==> src/rtl/risc_pkg.sv <==
// risc_core_mc shared types.
// Opcodes, FSM states and field widths.
package risc_pkg;

  localparam int OP_W = 4;

  typedef enum logic [3:0] {
    OP_NOP    = 4'h0,
    OP_LI     = 4'h1,
    OP_ADD    = 4'h2,
    OP_SUB    = 4'h3,
    OP_AND    = 4'h4,
    OP_OR     = 4'h5,
    OP_XOR    = 4'h6,
    OP_SLT    = 4'h7,
    OP_BEQ    = 4'h8,
    OP_JI     = 4'h9,
    OP_JR     = 4'hA,
    OP_IN     = 4'hB,
    OP_OUT7   = 4'hC,
    OP_OUTLED = 4'hD,
    OP_JAL    = 4'hE,
    OP_HALT   = 4'hF
  } opcode_e;

  typedef enum logic [1:0] {
    ST_FETCH = 2'd0,
    ST_EXEC  = 2'd1,
    ST_HALT  = 2'd2
  } state_e;

  function automatic int instr_width(input int data_w, input int rsel_w);
    return OP_W + 3 * rsel_w + data_w;
  endfunction

endpackage

==> src/rtl/risc_regfile.sv <==
// Register file: two async reads, one sync write.
// R0 always reads zero; writes to it are dropped.
module risc_regfile
  import risc_pkg::*;
#(
  parameter int DATA_W = 8,
  parameter int REG_N  = 8,
  parameter int RSEL_W = 3
) (
  input  logic              clk,
  input  logic              clr,
  input  logic              we,
  input  logic [RSEL_W-1:0] wr_addr,
  input  logic [DATA_W-1:0] wr_data,
  input  logic [RSEL_W-1:0] addr_a,
  input  logic [RSEL_W-1:0] addr_b,
  output logic [DATA_W-1:0] data_a,
  output logic [DATA_W-1:0] data_b
);

  logic [DATA_W-1:0] regs [REG_N];

  // clear all on reset, otherwise single write port
  always_ff @(posedge clk) begin
    if (clr) begin
      for (int i = 0; i < REG_N; i++) regs[i] <= '0;
    end else if (we && wr_addr != '0) begin
      regs[wr_addr] <= wr_data;
    end
  end

  assign data_a = (addr_a == '0) ? '0 : regs[addr_a];
  assign data_b = (addr_b == '0) ? '0 : regs[addr_b];

endmodule

==> src/rtl/risc_core_mc.sv <==
// Multi-cycle RISC core: FETCH / EXEC / HALT.
// Inline ALU and FSM, external register file.
module risc_core_mc
  import risc_pkg::*;
#(
  parameter  int DATA_W  = 8,
  parameter  int REG_N   = 8,
  parameter  int ADDR_W  = 8,
  localparam int RSEL_W  = $clog2(REG_N),
  localparam int INSTR_W = OP_W + 3 * RSEL_W + DATA_W
) (
  input  logic               Clk100MHz,
  input  logic               Clr,
  input  logic               Cen,
  output logic               InstrReq,
  output logic [ADDR_W-1:0]  InstrAddr,
  input  logic               InstrAck,
  input  logic [INSTR_W-1:0] InstrData,
  input  logic [DATA_W-1:0]  Switches,
  input  logic               Resume,
  output logic [DATA_W-1:0]  SegData,
  output logic [DATA_W-1:0]  LEDs,
  output logic               Halted,
  output logic [ADDR_W-1:0]  PCOut
);

  state_e             state;
  logic [ADDR_W-1:0]  pc;
  logic [INSTR_W-1:0] ir;

  opcode_e            op;
  logic [RSEL_W-1:0]  rd;
  logic [RSEL_W-1:0]  rs;
  logic [RSEL_W-1:0]  rt;
  logic [DATA_W-1:0]  imm;

  logic [DATA_W-1:0]  rs_val;
  logic [DATA_W-1:0]  rt_val;
  logic [DATA_W-1:0]  wdata;
  logic               wr_op;
  logic               we;

  logic [ADDR_W-1:0]  pc_inc;
  logic [ADDR_W-1:0]  boff;
  logic [ADDR_W-1:0]  pc_next;

  assign op  = opcode_e'(ir[INSTR_W-1 -: OP_W]);
  assign rd  = ir[DATA_W+3*RSEL_W-1 -: RSEL_W];
  assign rs  = ir[DATA_W+2*RSEL_W-1 -: RSEL_W];
  assign rt  = ir[DATA_W+RSEL_W-1 -: RSEL_W];
  assign imm = ir[DATA_W-1:0];

  assign pc_inc = pc + ADDR_W'(1);
  assign boff   = ADDR_W'(signed'(imm));

  assign we = Cen && (state == ST_EXEC) && wr_op;

  risc_regfile #(
    .DATA_W(DATA_W),
    .REG_N (REG_N),
    .RSEL_W(RSEL_W)
  ) u_rf (
    .clk    (Clk100MHz),
    .clr    (Clr),
    .we     (we),
    .wr_addr(rd),
    .wr_data(wdata),
    .addr_a (rs),
    .addr_b (rt),
    .data_a (rs_val),
    .data_b (rt_val)
  );

  // decode + ALU + next-PC for the instruction held in IR
  always_comb begin
    wr_op   = 1'b0;
    wdata   = '0;
    pc_next = pc_inc;
    unique case (op)
      OP_NOP: ;
      OP_LI: begin
        wr_op = 1'b1;
        wdata = imm;
      end
      OP_ADD: begin
        wr_op = 1'b1;
        wdata = rs_val + rt_val;
      end
      OP_SUB: begin
        wr_op = 1'b1;
        wdata = rs_val - rt_val;
      end
      OP_AND: begin
        wr_op = 1'b1;
        wdata = rs_val & rt_val;
      end
      OP_OR: begin
        wr_op = 1'b1;
        wdata = rs_val | rt_val;
      end
      OP_XOR: begin
        wr_op = 1'b1;
        wdata = rs_val ^ rt_val;
      end
      OP_SLT: begin
        wr_op = 1'b1;
        wdata = DATA_W'(rs_val < rt_val);
      end
      OP_BEQ: begin
        if (rs_val == rt_val) pc_next = pc + boff;
      end
      OP_JI:  pc_next = ADDR_W'(imm);
      OP_JR:  pc_next = ADDR_W'(rs_val);
      OP_IN: begin
        wr_op = 1'b1;
        wdata = Switches;
      end
      OP_OUT7:   ;
      OP_OUTLED: ;
      OP_JAL: begin
        wr_op   = 1'b1;
        wdata   = DATA_W'(pc_inc);
        pc_next = ADDR_W'(imm);
      end
      OP_HALT: ;
      default: ;
    endcase
  end

  // control FSM, PC, IR and output registers
  always_ff @(posedge Clk100MHz) begin
    if (Clr) begin
      state   <= ST_FETCH;
      pc      <= '0;
      ir      <= '0;
      SegData <= '0;
      LEDs    <= '0;
    end else if (Cen) begin
      unique case (state)
        ST_FETCH: begin
          if (InstrAck) begin
            ir    <= InstrData;
            state <= ST_EXEC;
          end
        end
        ST_EXEC: begin
          pc <= pc_next;
          if (op == OP_OUT7)   SegData <= rs_val;
          if (op == OP_OUTLED) LEDs    <= rs_val;
          state <= (op == OP_HALT) ? ST_HALT : ST_FETCH;
        end
        ST_HALT: begin
          if (Resume) state <= ST_FETCH;
        end
        default: state <= ST_FETCH;
      endcase
    end
  end

  assign InstrReq  = (state == ST_FETCH);
  assign InstrAddr = pc;
  assign Halted    = (state == ST_HALT);
  assign PCOut     = pc;

endmodule
==> config.mk <==
export PLATFORM = sky130hd
export DESIGN_NAME = risc_core_mc
export DESIGN_NICKNAME = d
export VERILOG_FILES = /design/src/rtl/risc_pkg.sv /design/src/rtl/risc_regfile.sv /design/src/rtl/risc_core_mc.sv
export SDC_FILE = /design/constraint.sdc
export NUM_CORES = 1
export LEC_CHECK = 0
export ABC_AREA = 1
export ABC_CLOCK_PERIOD_IN_PS = 3300
export CORE_MARGIN = 3
export CORE_UTILIZATION = 53
export CTS_CLUSTER_DIAMETER = 40
export CTS_CLUSTER_SIZE = 12
export DETAILED_ROUTE_END_ITERATION = 8
export GPL_TIMING_DRIVEN = 0
export HOLD_SLACK_MARGIN = 0.08
export PLACE_DENSITY = 0.82
export SLEW_MARGIN = 20
export SYNTH_ARGS = -nofsm -noshare
export SYNTH_HDL_FRONTEND = slang
export SYNTH_SLANG_ARGS = --single-unit
==> constraint.sdc <==
create_clock -name Clk100MHz -period 3.3 [get_ports Clk100MHz]
set_clock_uncertainty 0.2 [all_clocks]
set_input_delay 0.33 -clock Clk100MHz [delete_from_list [all_inputs] [get_ports Clk100MHz]]
set_output_delay 0.33 -clock Clk100MHz [all_outputs]
set_load 0.1 [all_outputs]
---- Word level (Yosys, flattened, before mapping) ----
Memory sizes are Yosys's and may differ from the RTL's. A register that Yosys moved wholly into a read port is not among the register bits.
Cells that the tools add are included.
cells by class
  add/sub/neg operators ................... 4
  order comparisons ....................... 1
  eq/ne operators ......................... 20
  multiplexer cells ....................... 22
  bitwise gates (word level) .............. 3
  reductions and logical operators ........ 15
operators by type and width
  cell                   number
  $pmux W8 S9            1
  $eq A4 B4 Y1 const B   8
  $mux W8                4
  $pmux W8 S3            1
  $add A8 B8 Y8          2
  $eq A4 B3 Y1 const B   4
  $mux W3                5
  $reduce_and A3 Y1      4
  $reduce_or A9 Y1       1
  $add A8 B1 Y8 const B  1
  $and A8 B8 Y8          1
  $eq A4 B2 Y1 const B   2
  $eq A8 B8 Y1           1
  $lt A8 B8 Y1           1
  $or A8 B8 Y8           1
  $reduce_or A8 Y1       1
  $sub A8 B8 Y8          1
  $xor A8 B8 Y8          1
  $mux W1                7
  $logic_not A3 Y1       2
  $mux W2                3
  $pmux W2 S3            1
  $eq A4 B1 Y1 const B   1
  $logic_and A1 B1 Y1    3
  8 further kinds        8
word-level totals
  register bits after elaboration ......... 47
  memory bits (writable) .................. 64
  output and inout port bits .............. 34
  memories kept ........................... 1
memories
  name       depth  bits a word  read ports  clocked after Yosys merged registers in  write ports  line                RTL
  u_rf.regs  8      8            2           2                                        8            risc_regfile.sv:21  logic [DATA_W-1:0] regs [REG_N];

---- Logic depth before layout (Yosys ltp) ----
  word-level depth ........................ 10
  mapped depth ............................ 23
  mapped depth without buffers ............ 21

---- By module ----
From an unflattened synthesis, not the netlist that was laid out.
second synthesis, totals
  cell total of the unflattened synthesis .. 1061
  area total of the unflattened synthesis .. 7558.5 um2
modules (own cells, without submodules)
  module        instances  cells each  area each (um2)
  risc_regfile  1          493         3821.2
  risc_core_mc  1          568         3737.3

---- Least setup slack after synthesis ----
No wires, ideal clock.
  path kind ............................... register -> register
  start point ............................. register with a tool-made name
  end point ............................... memory u_rf.regs[1][4], data pin
  arrival ................................. 2.744 ns
  setup slack ............................. 0.087 ns
  cell stages (with the launch flop) ...... 18
  period minus slack after synthesis ...... 3.213 ns
  path through ............................ dfxtp_1 -> buf_4 -> clkbuf_1 -> clkbuf_1 -> nand2_1 -> o211ai_1 -> nand3_1 -> o211ai_1 -> ha_1 -> inv_1 -> nand2_1 -> nand2_1 -> a21oi_1 -> or2_2 -> nand3_1 -> nand2_1 -> a2111oi_4 -> nor2_1
RTL lines
  what           line
  end, declared  risc_regfile.sv:21

==> run_results.csv <==
group,metric,value,unit
logic_synthesis,synth_cell_type_count,52,
timing,tightest_slew,1.022,ns
die,num_rows,42,
die,core,13560,sq um
logic_synthesis,synth.top_cell.area_share,25.52,%
timing,rsz0062_at_grt,"yes",
pwr,switching_share,36.86,%
logic_synthesis,synth_fa_ha_area_share,5.948,%
route,avgViaCountPerCell,5.976,
logic_synthesis,synth_area_per_cell,7.622,sq um
layout,final_layout_size_suffix_gt1_share,21.17,%
route,drtIter0Drc,1291,
critical_path,path_class,"reg2reg",
pwr,switching_power,1988,uW
critical_path,worstPathArrival,3.40,ns
logic_synthesis,syn_area,7531,sq um
cts,clkSinkCount,117,
pwr,combPwrFrac,35.6,%
layout,antennaDiodeCount,0,
timing,fmax,0.2916,GHz
cts,cts_buffer_depth,2,
grt,grt_pass1_wl,38540,um
logic_synthesis,synth_top_family_by_area,"simple AND/OR/NAND/NOR gates",
layout,syn2layout_area_growth,32.98,%
cts,cts_root_buf,"clkbuf_16",
logic_synthesis,ys_warn_count,0,
layout,design_area,10010,sq um
critical_path,startpoint_type,"flop",
timing,final_hold_viol_count,0,
logic_synthesis,synth_flop_cell,"edfxtp_1",
grt,grt_start_max_net_pins,17,
layout,final_util,73.86,%
timing,slew_violations,0,
pwr,peakVddDrop,0.5108,mV
route,drtPass1Iterations,7,
grt,track_usage,31.42,%
logic_synthesis,synth_area_leader_cell,"edfxtp_1",
cts,cts_made_buffers,17,
pwr,p_leak,0.004406,uW
route,vias,7882,
critical_path,cp-end-kind,"flop",
job,drv_cap,0,
die,die_x,125.2,um
critical_path,cpMaxStageDelayCell,"dfxtp_4",
route,wl_per_cell,19.91,um
die,initial_utilization,55.55,%
logic_synthesis,yosysSeqAreaShare,39.61,%
timing,setup_viol,49,
logic_synthesis,synth-compound-area-share,19.31,%
logic_synthesis,syn_inst,988,
logic_synthesis,async_reset_ff_share,0,%
pwr,seq_power_share,31.3,%
placed_design,hpwl,17810,um
die,io-pin-count,68,
critical_path,worstPathRequired,3.27,ns
pwr,p_int,3407,uW
cts,clkLatencyLatePin,0.43,ns
critical_path,max_stage_delay,0.38,ns
logic_synthesis,ys_top_cells_by_count,"nand2_1 (160), inv_1 (148), nor2_1 (101), o21ai_0 (100), a21oi_1 (79)",
critical_path,crit_chain,"buf_8, buf_6, o211ai_1, nand3_1, o211ai_1, buf_4, ha_4, inv_4, nand2_2, nand2_2, a21oi_4, or2_2, nand3_1, nand2_2, a2111oi_4, buf_6, nor2_1",
placed_design,io_buffers,67,
timing,slew_headroom,31.63,%
critical_path,crit_path_max_fanout,10,
pwr,powerDensity,538.7,nW/um^2
logic_synthesis,yosysMostFrequentCell,"nand2_1",
timing,setup_ws,-0.1292,ns
status,outcome,"complete, but fails checks",
die,die_height,125.2,um
die,die-area,15680,sq um
cts,path_clk_slew,0.06,ns
logic_synthesis,ys_top_cells_by_area,"edfxtp_1 (26%), dfxtp_1 (14%), nand2_1 (8.0%), inv_1 (7.4%), o21ai_0 (6.6%)",
grt,grt_antenna_before_repair,0,
route,finalWirelength,26260,um
critical_path,path_common_cell,"nand2_2",
logic_synthesis,synthMuxAreaShare,0,%
route,drc,0,
pwr,clock_power_share,33.1,%
placed_design,placed_cell_area,8448,sq um
logic_synthesis,synth_edf_count,64,
layout,layout.nets,1198,
cts,htree_levels,4,
status,violations,"setup timing",
logic_synthesis,ys_ff_latch,117,
route,antenna_left,0,
placed_design,gp_congestion,1.025,
timing,min_period_over_period,103.9,%
timing,period_needed,3.429,ns
worst_hold_path,hold_class,"in2reg",
logic_synthesis,synth-xor-area-share,1.512,%
grt,grt_pass1_vias,7268,
grt,grt_overflow,0,
logic_synthesis,yosys.area_share.simple,22.56,%
cts,tritoncts,"yes",
==> path summary, 6_finish.rpt <==
| path | startpoint | to | slack (ns) | cells past startpoint |
|---|---|---|---|---|
| setup / recovery | flop | u_rf.regs[2][4] | -0.13 | 17 |
| hold / removal | InstrData[2] | ir[2] | 0.29 | 3 |
| setup reg to reg | flop | u_rf.regs[2][4] | -0.13 | 17 |
| hold reg to reg | ir[17] | ir[17] | 0.32 | 2 |
==> area by class of cell <==
| cell class | count | area, sq um |
|---|---|---|
| Multi-Input combinational cell | 677 | 4093 |
| Fill cell | 971 | 3543 |
| Sequential cell | 117 | 2995 |
| Timing Repair Buffer | 121 | 1171 |
| Inverter | 153 | 584.3 |
| Clock buffer | 18 | 429.2 |
| Buffer | 43 | 380.4 |
| Tap cell | 176 | 220.2 |
| Clock inverter | 14 | 141.4 |
==> timing repair <==
action | CTS | global route
resized for setup | 77 | 94
setup buffers | 27 | 22
gates cloned | 0 | 5
pin swaps | 26 | 40
setup endpoints to repair | 64 | 64
hold buffers | 0 | 0
==> state kept, by name (all words and copies together) (netlist names), named ones only <==
register and count:
SegData 8, InstrAddr 8, u_rf.regs 64, ir 21, LEDs 8, state 2
==> cells by family (layout without fill, tap and decap cells) <==
| group | after synthesis | in the layout |
|---|---|---|
| xor gates and xnor gates | 13 | 13 |
| and+or+nand+nor | 374 | 374 |
| adders and majority gates | 34 | 34 |
| AOI/OAI and AO/OA | 248 | 248 |
| DFF | 117 | 117 |
| buffers and inverters | 201 | 349 |
| other | 1 | 8 |
==> power groups by stage <==
stage | combinational [uW] | clock [uW] | sequential (uW)
CTS | 1570 | 1790 | 1680
global placement | 1320 | 0 | 1700
finish | 1920 | 1780 | 1690
floorplan | 942 | 0 | 1690
detailed placement | 1330 | 0 | 1700
global route | 2040 | 1870 | 1700
==> routing by layer <==
metal | up-vias | wire length [um] | GRT usage, %
li1 | 3596 | - | -
met1 | 3626 | 9964 | 40.85
met2 | 518 | 12130 | 50.21
met3 | 142 | 2752 | 6.780
met4 | 0 | 1408 | 14.80
met5 | - | 0 | 0
==> worst max-delay path, delay by kind of cell (launching register included) <==
family | cells | cell delay, ns
flip-flops | 1 | 0.38
adder cells (fa/ha/maj) | 1 | 0.23
AND/OR/NAND/NOR | 7 | 0.83
buffers and inverters | 5 | 0.76
AO/OA/AOI/OAI | 4 | 0.76
==> placed cells by master, fill, tap and decap left out, drive strengths merged, types with 4 or more instances in the layout <==
master and n:
inv 160, clkdlybuf4s50 67, or2 4, xnor2 4, clkbuf 39, conb 8
nor3 10, a221oi 4, ha 31, a22oi 6, edfxtp 64, nand2 171
nand3 70, o21ai 105, xor2 9, o211ai 35, buf 76, dfxtp 53
a21oi 80, nor2 108
==> per-stage QoR <==
stage               total power (uW)  hold slack [ns]  TNS, ns  cells  worst slack [ns]
global placement                3022           0.2893   -50.95   1238            -1.088
finish                          5395           0.2940   -4.321   1319           -0.1292
detailed placement              3039           0.2992   -50.89   1238            -1.142
floorplan                       2635           0.2556        0    995           0.08674
CTS                             5035           0.2926        0   1293          0.003063
global route                    5603           0.3049   -8.951   1319           -0.2434
Power figures use the tool's default switching activity.
